### src/rtl/ram_pkg.sv
// ram_pkg: shared FSM state type and default geometry for the parametrised RAM.
package ram_pkg;
  typedef enum logic {INIT, IDLE} ram_state_t;
  localparam int RAM_WIDTH_DEF = 16;
  localparam int RAM_DEPTH_DEF = 8;
endpackage

### src/rtl/ram_init_seq.sv
// ram_init_seq: post-reset zero-fill sweep; raises ready once every entry has been cleared.
module ram_init_seq import ram_pkg::*; #(
  parameter int DEPTH = RAM_DEPTH_DEF,
  localparam int AW = $clog2(DEPTH)
) (
  input  logic          clk,
  input  logic          rst_n,
  output logic          ready,
  output logic          init_we,
  output logic [AW-1:0] init_addr
);
  ram_state_t state;
  logic [AW-1:0] cnt;
  assign init_addr = cnt;
  always_ff @(posedge clk or negedge rst_n) begin
    if (!rst_n) begin
      state   <= INIT;
      cnt     <= '0;
      ready   <= 1'b0;
      init_we <= 1'b1;
    end else if (state == INIT) begin
      cnt <= cnt + AW'(1);
      // the edge that clears the last entry is also the one that opens the port
      if (cnt == AW'(DEPTH - 1)) begin
        state   <= IDLE;
        ready   <= 1'b1;
        init_we <= 1'b0;
      end
    end
  end
endmodule

### src/rtl/ram_param.sv
// ram_param: WIDTH x DEPTH RAM with registered read port, read strobe/valid and zero-fill after reset.
// Define RAM_WRITE_FIRST_EN to forward write data on a same-address load+rd; otherwise reads are read-first.
module ram_param import ram_pkg::*; #(
  parameter int WIDTH = RAM_WIDTH_DEF,
  parameter int DEPTH = RAM_DEPTH_DEF,
  localparam int AW = $clog2(DEPTH)
) (
  input  logic             clk,
  input  logic             rst_n,
  input  logic             load,
  input  logic             rd,
  input  logic [AW-1:0]    address,
  input  logic [WIDTH-1:0] in,
  output logic [WIDTH-1:0] out,
  output logic             valid,
  output logic             ready
);
  logic [WIDTH-1:0] mem [0:DEPTH-1];
  logic             init_we;
  logic [AW-1:0]    init_addr;
  logic             we;
  logic [AW-1:0]    wa;
  logic [WIDTH-1:0] wd;
  logic [WIDTH-1:0] rdata;

  ram_init_seq #(.DEPTH(DEPTH)) u_init_seq (
    .clk      (clk),
    .rst_n    (rst_n),
    .ready    (ready),
    .init_we  (init_we),
    .init_addr(init_addr)
  );

  always_comb begin
    we = ready ? load : init_we;
    wa = ready ? address : init_addr;
    wd = ready ? in : '0;
  end

`ifdef RAM_WRITE_FIRST_EN
  assign rdata = load ? ((address == wa) ? in : mem[address]) : mem[address];
`else
  assign rdata = mem[address];
`endif

  always_ff @(posedge clk) begin
    if (we) mem[wa] <= wd;
  end

  always_ff @(posedge clk or negedge rst_n) begin
    if (!rst_n) begin
      out   <= '0;
      valid <= 1'b0;
    end else begin
      valid <= ready & rd;
      if (ready && rd) out <= rdata;
    end
  end
endmodule

### config.mk
export PLATFORM = sky130hd
export DESIGN_NAME = ram_param
export DESIGN_NICKNAME = d
export VERILOG_FILES = /design/src/rtl/ram_pkg.sv /design/src/rtl/ram_init_seq.sv /design/src/rtl/ram_param.sv
export SDC_FILE = /design/constraint.sdc
export NUM_CORES = 1
export LEC_CHECK = 0
export CAP_MARGIN = 20
export CORE_ASPECT_RATIO = 0.8
export CORE_UTILIZATION = 30
export CTS_CLUSTER_SIZE = 10
export DETAILED_ROUTE_END_ITERATION = 7
export MAX_ROUTING_LAYER = met4
export PLACE_DENSITY = 0.45
export SLEW_MARGIN = 20
export SYNTH_ARGS = -nofsm -noshare
export SYNTH_HDL_FRONTEND = slang
export SYNTH_SLANG_ARGS = --single-unit
### constraint.sdc
create_clock -name clk -period 6.1 [get_ports clk]
set_input_delay 0.915 -clock clk [delete_from_list [all_inputs] [get_ports clk]]
set_output_delay 0.915 -clock clk [all_outputs]
set_load 0.005 [all_outputs]
==> flow_summary.json, run 1 <==
{
  "met1_length_mm": 6.13,
  "syn_area_per_cell_um2": 17.2,
  "crit_path_top_delay_cell": "dfrtp_1",
  "min_from": "out[5]",
  "fp.dieH_um": 128,
  "min_to": "out[5]",
  "syn_area_mm2": 0.00599,
  "critPathMaxStageDelay_ns": 0.97,
  "r2r-end": "mem[1][1]",
  "crit_start": "u_init_seq.ready",
  "setup_viol": 0,
  "power.internal_w": 0.00202,
  "cp.arrival_ns": 2.03,
  "min_period_ns": 2.94,
  "path_cells": "clkdlybuf4s50_1",
  "grt_usage_pct": 13.9,
  "timing.rr.start": "u_init_seq.ready",
  "initial_core_util_pct": 31.1,
  "cp.required_ns": 5.18,
  "utilization_pct": 38.3,
  "pwr-share-seq_pct": 45.7,
  "yosysTopAreaCellShare_pct": 64.2,
  "routedWlPerCell_um": 19.7,
  "routed-wl-met2_mm": 6.52,
  "cp-start-kind": "register",
  "irDropWorstVdd_mv": 0.180,
  "h-tree-depth": 4,
  "p_sw_share_pct": 19.6,
  "cts_buffers": 17,
  "p_clk_share_pct": 48.4,
  "vias": 3095,
  "endpoint_kind": "output pin",
  "worstHoldPathCells": 2,
  "first_pass_iters": 4,
  "dieArea_mm2": 0.0205,
  "synth_edf_count": 128,
  "cts-resized-gates": 0,
  "final_cell_area_mm2": 0.00738,
  "fmax_ghz": 0.340,
  "cts_tree": "built",
  "areaGrowthSynthToFinish_pct": 23.3,
  "gp_congestion": 0.714,
  "drt_iter0_markers": 164,
  "diodes": 0,
  "period_share_pct": 48.2,
  "grt_pass1_wl_mm": 19.9,
  "postCtsSetupRepairBufs": 0,
  "rows": 45,
  "dpl-instance-area_mm2": 0.00670,
  "cts_hold_buf": 0,
  "tightest_slew_ns": 1.05,
  "holdCritPathClass": "reg2reg",
  "ant_nets": 0,
  "synthTopCellsByArea": "edfxtp_1 (64%), dfrtp_1 (9.2%), mux2i_1 (5.4%)",
  "ys_seq_area_share_pct": 73.9,
  "wirelength_mm": 13.2,
  "highest_layer": "met4",
  "hold_violations": 0,
  "drv_cap": 0,
  "p_per_area_mw_per_mm2": 341,
  "leakagePower_nw": 2.61,
  "grt_remaining_overflow": 0,
  "place.detailed.hpwl_mm": 8.25,
  "dp.cells": 642,
  "viasPerCell": 4.60,
  "synthArstFlopShare_pct": 15.2,
  "crit_fanout": 26,
  "worst-path-buf-inv": 1,
  "coreArea_mm2": 0.0193,
  "status": "completed",
  "p_switching_w": 0.000494,
  "clock_path_buffers": 2,
  "clk_latency_ns": 0.41,
  "hold_slack_ns": 0.482,
  "p_comb_share_pct": 5.9,
  "synth_cell_type_count": 30,
  "drc": 0,
  "syn_inst": 349,
  "yosysTopAreaCell": "edfxtp_1",
  "path_clk_slew_ns": 0.06,
  "die_w_um": 160,
  "grt_pass1_vias": 3249,
  "port_buffers": 40,
  "fillCellCount": 1805,
  "synth_seq_cells": 151,
  "dr_wl_met3_um": 525,
  "crit_family": "flip-flops",
  "ys_top_cells_by_count": "edfxtp_1 (128), mux2i_1 (32), mux2_2 (28)",
  "cts.sinks": 151,
  "relSlewSlack_pct": 29.8,
  "reg2reg_depth": 4,
  "syn-num-nets": 374,
  "ff2ff_setup_slack_ns": 3.53,
  "final_max_slew_viol_count": 0,
  "post-synth-top-count-cell": "edfxtp_1",
  "grt_antenna_before_repair": 0,
  "rsz0062_at_grt": "no",
  "criticalPathCategory": "reg2out",
  "tns_ns": 0,
  "skew_ns": 0.0128,
  "cts_root_buffer": "clkbuf_16",
  "synthFlopType": "edfxtp_1",
  "finalNetCount": 428,
  "grt_max_degree": 66,
  "final_cells": 673,
  "ys_warn_count": 0,
  "pin_count": 41,
  "drive_gt1_share_pct": 20.0
}
## state kept, by name, indices dropped and copies added, names as in the netlist
| register | cells |
|---|---|
| mem | 128 |
| out | 16 |
| u_init_seq.init_addr | 3 |
| u_init_seq.init_we | 1 |
| u_init_seq.ready | 1 |
| u_init_seq.state | 1 |
| valid | 1 |
## metal layers
metal  up-vias  global-route usage (%)
met4         0                    4.03
met5         -                       -
li1       1459                       -
met2        55                    22.7
met3         4                    3.03
met1      1577                    17.5
## cell type report
| type | instances | area, um^2 | share of cell area, % |
|---|---|---|---|
| flip-flops and latches | 151 | 4420 | 59.9 |
| multi-input cells | 176 | 1450 | 19.6 |
| repair buffers | 53 | 493 | 6.68 |
| clock buffers | 19 | 433 | 5.87 |
| well taps | 258 | 323 | 4.37 |
| clock inverters | 12 | 249 | 3.37 |
| inverters | 4 | 15.0 | 0.203 |
## power by group through the flow
stage	logic (W)	clock network, W	registers [W]
2_1_floorplan	0.0000774	0	0.00117
3_3_place_gp	0.000153	0	0.00117
3_5_place_dp	0.000153	0	0.00117
4_1_cts	0.000154	0.00124	0.00115
5_1_grt	0.000163	0.00128	0.00115
6_report	0.000149	0.00122	0.00115
## worst max-delay path by stage
stage / to / slack (ns) / cells after the start
CTS: ready / 3.02 / 1
global route: ready / 2.97 / 1
global placement: mem[7][0] / 2.86 / 5
finish: ready / 3.16 / 1
floorplan: mem[2][0] / 3.43 / 5
detailed placement: mem[7][3] / 2.76 / 5
## metrics by stage
stage / worst slack (ns) / total power (W)
after floorplan: 3.43 / 0.00125
after global placement: 2.86 / 0.00132
after detailed placement: 2.76 / 0.00132
after CTS: 3.02 / 0.00254
after global routing: 2.97 / 0.00259
final: 3.16 / 0.00251
## worst min-delay path: stages (launching register included)
cell and delay, ns:
dfrtp_1 0.34, nand2_1 0.06, o31ai_2 0.05
## cell usage in the layout (no fill, tap or decap)
cell               n
o22ai_1           16
a31oi_1            1
nand2b_1           2
buf_2              1
xnor2_1            1
nand2_1           19
clkbuf_16         17
inv_2              1
mux2_2            28
clkinvlp_4         1
clkinv_4           1
edfxtp_1         128
mux2i_1           32
and2_1            17
and3_1             1
a2bb2oi_1          2
nor2_1            11
or2_2              1
clkbuf_1           2
dfstp_2            1
inv_6              2
a32oi_1            1
o31ai_1            7
inv_1              3
mux2_1             6
a22oi_1            2
buf_4             13
o31ai_2            9
ha_1               2
clkinv_2           1
nor2b_1            2
bufinv_16          7
clkdlybuf4s50_1   39
a22o_1            16
dfrtp_1           22
## cells by family after synthesis
group,Yosys count,share of synthesized area (%)
DFF,151,73.9
and+or+nand+nor,53,4.29
AOI/OAI and AO/OA,54,7.57
adders and majority gates,2,0.418
muxes,66,11.7
buffers and inverters,22,1.99
xor gates and xnor gates,1,0.146
No activity file was read; power rests on OpenSTA's default activity.
==> run 2, diff against run 1 <==
clock period = 2.8 ns   (was 6.1 ns; I/O delays follow)
==> run 2 against run 1 <==
Compared with the run above: sequential cell count is the same; core utilization shrank 0.25 points; critical path depth grew 4; first-iteration DRC count grew 37%; clock skew shrank 0.0053 ns; register-to-register slack lost 2.8 ns; clock-buffer cell count grew 8; worst hold slack lost 0.090 ns; die area is the same; routed wire length grew 0.39%; largest power group is now sequential cells; largest cell class unchanged.
==> flow_summary.json, run 2 (synthesized netlist as in run 1, its figures left out) <==
{
  "status": "completed",
  "hold_violations": 0,
  "cts_tree": "built",
  "viasPerCell": 4.62,
  "grt_antenna_before_repair": 0,
  "routedWlPerCell_um": 19.4,
  "gp_congestion": 0.741,
  "skew_ns": 0.00743,
  "clk_latency_ns": 0.41,
  "postCtsSetupRepairBufs": 0,
  "ant_nets": 0,
  "vias": 3170,
  "cts_root_buffer": "clkbuf_16",
  "grt_usage_pct": 14.3,
  "drc": 0,
  "crit_start": "u_init_seq.ready",
  "first_pass_iters": 4,
  "rsz0062_at_grt": "no",
  "diodes": 0,
  "tns_ns": 0,
  "rows": 45,
  "timing.rr.start": "u_init_seq.ready",
  "largest_reg_flops": 128,
  "setup_viol": 0,
  "h-tree-depth": 4,
  "cts_hold_buf": 0,
  "relSlewSlack_pct": 54.3,
  "utilization_pct": 38.1,
  "crit_fanout": 14,
  "endpoint": "mem[7][6]",
  "dp_slack_ns": 0.370,
  "reg2reg_depth": 5,
  "setup_ws_ns": 0.707,
  "cts-resized-gates": 0,
  "r2r-end": "mem[7][6]",
  "pin_count": 41,
  "fmax_ghz": 0.478,
  "initial_core_util_pct": 31.1,
  "irDropWorstVdd_mv": 0.336,
  "cp-start-kind": "register",
  "regMostFlops": "mem",
  "criticalPathCategory": "reg2reg",
  "ff2ff_setup_slack_ns": 0.71,
  "die_w_um": 160,
  "coreArea_mm2": 0.0193,
  "wirelength_mm": 13.3,
  "cts.sinks": 151,
  "grt_pass1_wl_mm": 20.4,
  "mostFrequentLayoutCell": "edfxtp_1",
  "leakagePower_nw": 2.61,
  "clock_path_buffers": 2,
  "period_share_pct": 74.7,
  "holdCritPathClass": "in2async",
  "grt_max_degree": 66,
  "areaGrowthSynthToFinish_pct": 22.5,
  "cp.arrival_ns": 2.20,
  "dieArea_mm2": 0.0205,
  "power_w": 0.00491,
  "most-common-layout-cells": "edfxtp_1 (128), clkdlybuf4s50_1 (39), mux2i_1 (32)",
  "grt_pass1_vias": 3359,
  "p_per_area_mw_per_mm2": 670,
  "min_period_ns": 2.09,
  "path_clk_slew_ns": 0.06,
  "fp.dieH_um": 128,
  "port_buffers": 40,
  "grt_remaining_overflow": 0,
  "cp.required_ns": 2.90,
  "tightest_slew_ns": 0.682,
  "endpoint_kind": "register",
  "finalNetCount": 440,
  "final_max_slew_viol_count": 0,
  "place.detailed.hpwl_mm": 8.21,
  "drt_iter0_markers": 224,
  "cts_buffers": 17,
  "drv_cap": 0,
  "drive_gt1_share_pct": 20.8
}
run 2: cell count changes in the layout (fill, tap and decap cells not counted):
cell | previous run | this run
buf_4 | 13 | 24
bufinv_16 | 7 | 1
clkbuf_1 | 2 | 8
clkbuf_8 | 0 | 2
clkinv_2 | 1 | 3
inv_6 | 2 | 0
buf_12 | 0 | 1
clkinv_1 | 0 | 1
clkinv_4 | 1 | 0
clkinvlp_4 | 1 | 0
run 2: routing by layer:
metal | track usage [%] | share of wire (%) | vias to the layer above
li1 | - | - | 1490
met1 | 18.4 | 49 | 1609
met2 | 22.0 | 47 | 57
met3 | 3.06 | 3.4 | 14
met4 | 5.60 | 1.3 | 0
met5 | - | 0 | -
run 2: worst min-delay path by stage:
stage | from | end | slack (ns) | cells after the start
final | rst_n | out[9] | 0.39 | 2
after global routing | rst_n | out[9] | 0.41 | 2
after CTS | rst_n | out[1] | 0.39 | 2
after detailed placement | out[2] | out[2] | 0.48 | 2
after global placement | out[2] | out[2] | 0.47 | 2
after floorplan | rst_n | out[0] | 0.12 | 0
run 2: area by class of cell:
class | instances | area [um^2]
Multi-Input combinational cell | 176 | 1450
Tap cell | 258 | 323
Fill cell | 1814 | 11900
Inverter | 4 | 15.0
Timing Repair Buffer | 65 | 596
Clock inverter | 5 | 48.8
Sequential cell | 151 | 4420
Clock buffer | 27 | 483
run 2: metrics by stage:
| stage | instances | hold WS, ns | cell area [um^2] |
|---|---|---|---|
| global placement | 654 | 0.470 | 6800 |
| floorplan | 349 | 0.124 | 5990 |
| CTS | 686 | 0.395 | 7330 |
| finish | 686 | 0.392 | 7330 |
| global route | 686 | 0.412 | 7330 |
| detailed placement | 654 | 0.476 | 6800 |
run 2: report_power, final:
| part | internal (W) | switching [W] | total [W] |
|---|---|---|---|
| logic | 0.000159 | 0.000172 | 0.000331 |
| clock network | 0.00126 | 0.000816 | 0.00208 |
| registers | 0.00249 | 0.0000173 | 0.00250 |
run 2: worst max-delay path, cell delays in order, from the launching register on:
cell	delay, ns
dfrtp_1	0.41
buf_4	0.21
nor2b_1	0.18
a2bb2oi_1	0.11
nor2_1	0.54
buf_4	0.33
